## config.mk

```make
export PLATFORM = sky130hd
export DESIGN_NAME = match_controller_flat
export DESIGN_NICKNAME = d
export VERILOG_FILES = /design/src/rtl/pong_pkg.sv /design/src/rtl/match_controller_if.sv /design/src/rtl/match_controller_bounce_filter.sv /design/src/rtl/match_controller.sv /design/src/flat_wrapper.sv
export SDC_FILE = /design/constraint.sdc
export NUM_CORES = 1
export LEC_CHECK = 0
export CAP_MARGIN = 20
export CORE_MARGIN = 2
export CORE_UTILIZATION = 52
export DETAILED_ROUTE_END_ITERATION = 7
export PLACE_DENSITY_LB_ADDON = 0.05
export SYNTH_ARGS = -nofsm -noshare
export SYNTH_HDL_FRONTEND = slang
export SYNTH_SLANG_ARGS = --single-unit
```

## constraint.sdc

```tcl
create_clock -name clock -period 2 [get_ports clock]
set_clock_uncertainty 0.05 [all_clocks]
set_input_delay 0.3 -clock clock [delete_from_list [all_inputs] [get_ports clock]]
set_output_delay 0.3 -clock clock [all_outputs]
set_load 0.02 [all_outputs]
```

## src/rtl/pong_pkg.sv

```systemverilog
// Shared definitions for the pong match controller: bounce event codes,
// controller state encoding, winner encoding and a saturating score helper.
package pong_pkg;

  // Event codes reported by GameLogic on the bounce bus
  localparam logic [1:0] NONE   = 2'd0;
  localparam logic [1:0] PADDLE = 2'd1;
  localparam logic [1:0] WALL   = 2'd2;
  localparam logic [1:0] POINT  = 2'd3;

  // Match FSM states; encodings fixed to match the legacy register values
  typedef enum logic [2:0] {
    S_IDLE  = 3'd0,
    S_SERVE = 3'd1,
    S_PLAY  = 3'd2,
    S_POINT = 3'd3,
    S_OVER  = 3'd4
  } state_t;

  // Winner output encoding
  typedef enum logic [1:0] {
    WIN_NONE = 2'd0,
    WIN_P1   = 2'd1,
    WIN_P2   = 2'd2
  } winner_t;

  // Score increment that sticks at 15 instead of wrapping
  function automatic logic [3:0] sat_inc4(input logic [3:0] v);
    return (v == 4'hF) ? v : v + 4'd1;
  endfunction

endpackage

```

## src/rtl/match_controller_if.sv

```systemverilog
// Signal bundle between GameLogic/video side (master) and the match
// controller (slave).
interface match_controller_if;
  logic       frame_tick;
  logic       start;
  logic [1:0] bounce;
  logic       ball_run;
  logic       ball_reset;
  logic       dir_x;
  logic       dir_y;
  logic [3:0] score_p1;
  logic [3:0] score_p2;
  logic       game_over;
  logic [1:0] winner;
  logic [2:0] speed;

  modport master (
    output frame_tick, start, bounce,
    input  ball_run, ball_reset, dir_x, dir_y, score_p1, score_p2,
           game_over, winner, speed
  );

  modport slave (
    input  frame_tick, start, bounce,
    output ball_run, ball_reset, dir_x, dir_y, score_p1, score_p2,
           game_over, winner, speed
  );
endinterface

```

## src/rtl/match_controller_bounce_filter.sv

```systemverilog
// bounce_filter: accepts bounce events only on a change of code while
// enabled; paddle/wall events are further masked by a frame-counted holdoff,
// point events bypass the holdoff.
module bounce_filter
  import pong_pkg::*;
#(
  parameter int unsigned HOLDOFF_FRAMES = 2
) (
  input  logic       clock,
  input  logic       reset,
  input  logic       enable,
  input  logic       frame_tick,
  input  logic [1:0] bounce,
  output logic       acc_paddle,
  output logic       acc_wall,
  output logic       acc_point
);

  localparam int unsigned HW = (HOLDOFF_FRAMES < 1) ? 1 : $clog2(HOLDOFF_FRAMES + 1);

  logic [1:0]    prev;
  logic [HW-1:0] holdoff;
  logic          rise;

  // Event qualification: new non-zero code while enabled
  always_comb begin
    rise       = enable && (bounce != NONE) && (bounce != prev);
    acc_point  = rise && (bounce == POINT);
    acc_paddle = rise && (bounce == PADDLE) && (holdoff == '0);
    acc_wall   = rise && (bounce == WALL) && (holdoff == '0);
  end

  // Previous-code register and holdoff down-counter
  always_ff @(posedge clock) begin
    if (reset) begin
      prev    <= NONE;
      holdoff <= '0;
    end else begin
      prev <= bounce;
      if (acc_paddle || acc_wall)
        holdoff <= HW'(HOLDOFF_FRAMES);
      else if (frame_tick && (holdoff != '0))
        holdoff <= holdoff - 1'b1;
    end
  end

endmodule

```

## src/rtl/match_controller.sv

```systemverilog
// match_controller: pong match sequencing (idle, serve delay, rally, point
// scoring, game over), score keeping and ball direction control.
// Optional feature macro: PONG_SPEEDUP_EN (ball speed-up every 4th paddle hit).
module match_controller
  import pong_pkg::*;
#(
  parameter int unsigned WIN_SCORE      = 9,
  parameter int unsigned SERVE_FRAMES   = 60,
  parameter int unsigned HOLDOFF_FRAMES = 2
) (
  input  logic              clock,
  input  logic              reset,
  match_controller_if.slave bus
);

  localparam int unsigned SW = (SERVE_FRAMES < 2) ? 1 : $clog2(SERVE_FRAMES);

  state_t        state, state_nx;
  logic [SW-1:0] serve_cnt;
  logic          last_p1;
  logic [3:0]    scorer_score;
  logic          enter_serve;
  logic          restart;
  logic          acc_paddle, acc_wall, acc_point;

  logic          ball_run_q, ball_reset_q, dir_x_q, dir_y_q, game_over_q;
  logic [3:0]    p1_q, p2_q;
  logic [1:0]    winner_q;

  bounce_filter #(.HOLDOFF_FRAMES(HOLDOFF_FRAMES)) u_filter (
    .clock      (clock),
    .reset      (reset),
    .enable     (state == S_PLAY),
    .frame_tick (bus.frame_tick),
    .bounce     (bus.bounce),
    .acc_paddle (acc_paddle),
    .acc_wall   (acc_wall),
    .acc_point  (acc_point)
  );

  // Next-state decode; outputs are registered from the next state so they
  // line up with the state register
  always_comb begin
    state_nx     = state;
    scorer_score = last_p1 ? p1_q : p2_q;
    restart      = bus.start && ((state == S_IDLE) || (state == S_OVER));
    case (state)
      S_IDLE:  if (bus.start) state_nx = S_SERVE;
      S_SERVE: if (bus.frame_tick && (serve_cnt == SW'(SERVE_FRAMES - 1))) state_nx = S_PLAY;
      S_PLAY:  if (acc_point) state_nx = S_POINT;
      S_POINT: state_nx = (scorer_score == 4'(WIN_SCORE)) ? S_OVER : S_SERVE;
      S_OVER:  if (bus.start) state_nx = S_SERVE;
      default: state_nx = S_IDLE;
    endcase
    enter_serve = (state_nx == S_SERVE) && (state != S_SERVE);
  end

  // State, serve delay, scores, directions and status outputs
  always_ff @(posedge clock) begin
    if (reset) begin
      state        <= S_IDLE;
      serve_cnt    <= '0;
      last_p1      <= 1'b1;
      p1_q         <= '0;
      p2_q         <= '0;
      dir_x_q      <= 1'b1;
      dir_y_q      <= 1'b1;
      ball_run_q   <= 1'b0;
      ball_reset_q <= 1'b1;
      game_over_q  <= 1'b0;
      winner_q     <= WIN_NONE;
    end else begin
      state        <= state_nx;
      ball_run_q   <= (state_nx == S_PLAY);
      ball_reset_q <= (state_nx == S_IDLE) || (state_nx == S_SERVE) || (state_nx == S_OVER);
      game_over_q  <= (state_nx == S_OVER);

      if (enter_serve)
        serve_cnt <= '0;
      else if ((state == S_SERVE) && bus.frame_tick)
        serve_cnt <= serve_cnt + 1'b1;

      if (restart) begin
        p1_q     <= '0;
        p2_q     <= '0;
        winner_q <= WIN_NONE;
      end

      if (enter_serve)
        dir_y_q <= 1'b1;

      if (acc_point) begin
        last_p1 <= dir_x_q;
        if (dir_x_q) p1_q <= sat_inc4(p1_q);
        else         p2_q <= sat_inc4(p2_q);
      end else if (acc_paddle) begin
        dir_x_q <= ~dir_x_q;
      end else if (acc_wall) begin
        dir_y_q <= ~dir_y_q;
      end

      if ((state == S_POINT) && (state_nx == S_OVER))
        winner_q <= last_p1 ? WIN_P1 : WIN_P2;
    end
  end

`ifdef PONG_SPEEDUP_EN
  logic [1:0] hits;
  logic [2:0] speed_q;

  // Rally speed-up: one step per 4 accepted paddle hits, reset on each serve
  always_ff @(posedge clock) begin
    if (reset) begin
      hits    <= '0;
      speed_q <= 3'd1;
    end else if (enter_serve) begin
      hits    <= '0;
      speed_q <= 3'd1;
    end else if (acc_paddle) begin
      hits <= hits + 2'd1;
      if ((hits == 2'd3) && (speed_q != 3'd7))
        speed_q <= speed_q + 3'd1;
    end
  end

  assign bus.speed = speed_q;
`else
  assign bus.speed = 3'd1;
`endif

  assign bus.ball_run   = ball_run_q;
  assign bus.ball_reset = ball_reset_q;
  assign bus.dir_x      = dir_x_q;
  assign bus.dir_y      = dir_y_q;
  assign bus.score_p1   = p1_q;
  assign bus.score_p2   = p2_q;
  assign bus.game_over  = game_over_q;
  assign bus.winner     = winner_q;

endmodule

```

## src/flat_wrapper.sv

```systemverilog
// flat-port wrapper written by rule: the top's interface ports become plain ports
module match_controller_flat import pong_pkg::*;
#(
  parameter int unsigned WIN_SCORE      = 9,
  parameter int unsigned SERVE_FRAMES   = 60,
  parameter int unsigned HOLDOFF_FRAMES = 2
)
  (clock, reset, bus_frame_tick, bus_start, bus_bounce, bus_ball_run, bus_ball_reset, bus_dir_x, bus_dir_y, bus_score_p1, bus_score_p2, bus_game_over, bus_winner, bus_speed);
  match_controller_if bus_i ();
  input  logic clock;
  input  logic reset;
  input wire logic [$bits(bus_i.frame_tick)-1:0] bus_frame_tick;
  input wire logic [$bits(bus_i.start)-1:0] bus_start;
  input wire logic [$bits(bus_i.bounce)-1:0] bus_bounce;
  output wire logic [$bits(bus_i.ball_run)-1:0] bus_ball_run;
  output wire logic [$bits(bus_i.ball_reset)-1:0] bus_ball_reset;
  output wire logic [$bits(bus_i.dir_x)-1:0] bus_dir_x;
  output wire logic [$bits(bus_i.dir_y)-1:0] bus_dir_y;
  output wire logic [$bits(bus_i.score_p1)-1:0] bus_score_p1;
  output wire logic [$bits(bus_i.score_p2)-1:0] bus_score_p2;
  output wire logic [$bits(bus_i.game_over)-1:0] bus_game_over;
  output wire logic [$bits(bus_i.winner)-1:0] bus_winner;
  output wire logic [$bits(bus_i.speed)-1:0] bus_speed;
  assign bus_i.frame_tick = bus_frame_tick;
  assign bus_i.start = bus_start;
  assign bus_i.bounce = bus_bounce;
  assign bus_ball_run = bus_i.ball_run;
  assign bus_ball_reset = bus_i.ball_reset;
  assign bus_dir_x = bus_i.dir_x;
  assign bus_dir_y = bus_i.dir_y;
  assign bus_score_p1 = bus_i.score_p1;
  assign bus_score_p2 = bus_i.score_p2;
  assign bus_game_over = bus_i.game_over;
  assign bus_winner = bus_i.winner;
  assign bus_speed = bus_i.speed;
  match_controller #(.WIN_SCORE(WIN_SCORE), .SERVE_FRAMES(SERVE_FRAMES), .HOLDOFF_FRAMES(HOLDOFF_FRAMES)) u_core (.clock(clock), .reset(reset), .bus(bus_i));
endmodule
```

==> qor.csv <==
metric;value;unit
WL per Instance;13.52;um
Detail Route Antenna Nets;0;
Syn Area/Cell;9.259;um2
synthesized area;1435;um2
starting density of the core;53.42;%
Die Outline Area;3196;um2
Hold Path Class;register to register;
Setup Buffers After CTS;0;
total of warnings raised by yosys;0;
final non-filler cell area;1752;um2
type of the setup path with the least slack;register to output port;
CTS HTree Levels;2;
pin count of the biggest net entering global routing;17;
diodes inserted;0;
predominant post-synthesis flop cell;dfxtp_1;
status;finished, final reports clean;
internal power summed over all cells;804.7;uW
sink count of the clock tree;29;
total cell area at the placement stage;1697;um2
initial antenna violation count;0;
maximum fanout along the worst path;7;
Crit path required time;1650;ps
hold buffers post-CTS;0;
maxcap violations;0;
most frequent standard cell in the layout excluding fill and tap cells;dfxtp_1;
power density cells;609.6;nW/um2
total routed wirelength;2894;um
RSZ-0062 raised after global routing;false;
vias in the first global route;1105;
horizontal die dimension;56.54;um
clock network power share;34.5;%
row count;19;
highest cell delay on the worst timing path;660;ps
crit path max-delay cell type;clkdlybuf4s50_1;
clock input transition at the sequential cells of the worst setup and hold paths;90;ps
wire length of the first global-routing pass;4912;um
Setup Viol. Count Final;0;
placed wire-length estimate;2128;um
share of layout cells above drive strength 1;9.836;%
Total Nets Final;193;
portion of total power attributed to combinational logic;9.6;%
asr flop ratio synth;0;%
share of the clock period used by the worst path;90.74;%
power dissipated by switching net loads;263.2;uW
Final Max Slew Viols;0;
Placer Congestion;0.7877;
clock latency reported for the late side of the worst-skew pair;330;ps
starting DRC count in detailed routing;32;
largest delay contributor family on the critical path;buffers and inverters;
post-layout utilization of the core;65.21;%
Placeable Area;2686;um2
IO Pins;24;
global-route usage over all layers;19.92;%
Hold Vio Cnt, Final;0;
Reg power frac;55.9;%
sequential-to-total area share from yosys stat;40.45;%
cells along the critical path;clkdlybuf4s50_1;
startpoint type of the worst setup path;register;
maximum operating frequency;551.0;MHz
Final TNS setup;0;ps
setup slack after layout;185.3;ps
total of cells resized after clock tree synthesis;0;
detailed-route via count;1172;
Area growth syn-to-layout;22.06;%
data arrival time of the worst path;1460;ps
clock buffer count from CTS;5;
Max VDD drop;0.6075;mV
root buffer cell;clkbuf_4;
worst setup slack before clock tree synthesis;-0.9704;ps
CTS Buffer Depth;2;
synthesized instance count;155;
Cell variety after synth;46;
most frequent cells in the layout;29 x dfxtp_1, 20 x clkdlybuf4s50_1, 11 x nand2_1, 10 x nor2_1, 9 x nor2b_1;
Vias per Instance;5.477;
CP Buf/Inv Count;1;
fin crit period;1815;ps
GR Overflow Total;0;
static leakage;0.0006851;uW
number of port buffers;20;
number of enable flip-flop cells after synthesis;0;
CTS tree;done;
vertical die dimension;56.54;um
Pre-antenna DRT Iters;4;
# DRC;0;
type of destination of the critical path;output port;
number of flip-flops and latches in the synthesized netlist;29;
net switching share of the total power;24.65;%
-- cells in the mapped netlist (all sizes together), types with 2 or more instances --
| library cell | instances | area (um2) |
|---|---|---|
| dfxtp | 29 | 580.6 |
| o21a | 2 | 15.01 |
| buf | 5 | 35.03 |
| xor2 | 5 | 43.79 |
| nor4 | 2 | 12.51 |
| nand3 | 7 | 35.03 |
| and4b | 2 | 20.02 |
| conb | 2 | 7.510 |
| nand2 | 11 | 41.29 |
| nand4bb | 2 | 22.52 |
| nand4b | 2 | 32.53 |
| o211ai | 2 | 15.01 |
| o21ai | 3 | 15.01 |
| nor2 | 10 | 37.54 |
| nand3b | 2 | 15.01 |
| a22o | 2 | 17.52 |
| xnor2 | 2 | 17.52 |
| o2bb2ai | 3 | 26.28 |
| nor2b | 9 | 56.30 |
| a21o | 3 | 22.52 |
| inv | 7 | 26.28 |
| nand2b | 6 | 37.54 |
| a21oi | 6 | 30.03 |
| nand4 | 2 | 12.51 |
| ha | 4 | 50.05 |
| nor3 | 3 | 15.01 |
| and3 | 3 | 18.77 |
| mux2i | 4 | 40.04 |
-- logic make-up after synthesis --
| group | share of synthesized area, % |
|---|---|
| flip-flops | 40.45 |
| adder cells (fa/ha/maj) | 3.487 |
| buffers and inverters | 4.533 |
| other | 0.5233 |
| AO/OA/AOI/OAI | 13.60 |
| AND/OR/NAND/NOR | 29.29 |
| XOR/XNOR | 4.272 |
| multiplexers | 3.836 |
-- sequential cells by signal, summed over array words and instances, names as in the netlist --
name	cells
u_core.serve_cnt	6
u_core.bus.score_p1	4
u_core.bus.score_p2	4
u_core.state	3
u_core.bus.winner	2
u_core.u_filter.holdoff	2
u_core.u_filter.prev	2
u_core.bus.ball_reset	1
u_core.bus.ball_run	1
u_core.bus.dir_x	1
u_core.bus.dir_y	1
u_core.bus.game_over	1
u_core.last_p1	1
-- path summary, 6_finish.rpt --
check,start,endpoint,slack (ps),cells after the start
min,u_core.bus.winner[1]$_SDFFE_PP0P_,u_core.bus.winner[1]$_SDFFE_PP0P_,420,2
max,u_core.bus.dir_x$_SDFFE_PP1P_,bus_dir_x,190,1
max reg2reg,u_core.last_p1$_SDFFE_PP1P_,u_core.bus.winner[1]$_SDFFE_PP0P_,250,4
min reg2reg,u_core.bus.winner[1]$_SDFFE_PP0P_,u_core.bus.winner[1]$_SDFFE_PP0P_,420,2
-- through the flow --
stage                     cells  total power (uW)  hold WS (ps)
after floorplan             156             680.1         378.2
after CTS                   214              1075         423.4
final                       214              1068         417.5
after detailed placement    207             713.5         401.9
after global placement      207             709.6         400.6
after global routing        214              1117         447.4
-- layer usage --
metal	part of all wire, %	vias to the layer above	wire length, um	GRT usage, %
li1	-	595	-	-
met1	49	546	1407	25.14
met2	45	23	1294	30.56
met3	4.7	8	137	7.143
met4	1.9	0	54	8.503
met5	0	-	0	0
-- tightest hold or removal path, cell delays in order (launching register included) --
cell and delay [ps]:
dfxtp_1 320, nand2_1 50, mux2i_1 60
-- final cells by class --
| class | instances | area (um2) |
|---|---|---|
| flip-flops and latches | 29 | 580.6 |
| well taps | 31 | 38.79 |
| clock buffers | 7 | 55.05 |
| multi-input cells | 114 | 793.3 |
| inverters | 7 | 26.28 |
| repair buffers | 26 | 257.7 |
| fillers | 237 | 934.6 |
-- power by group through the flow --
stage / Combinational (uW) / Clock (uW) / Sequential, uW
3_3_place_gp: 99.3 / 0 / 610
5_1_grt: 116 / 402 / 600
6_report: 103 / 368 / 597
4_1_cts: 103 / 374 / 597
2_1_floorplan: 72.1 / 0 / 608
3_5_place_dp: 103 / 0 / 611
Note: power is estimated with default switching activity, not from simulation.
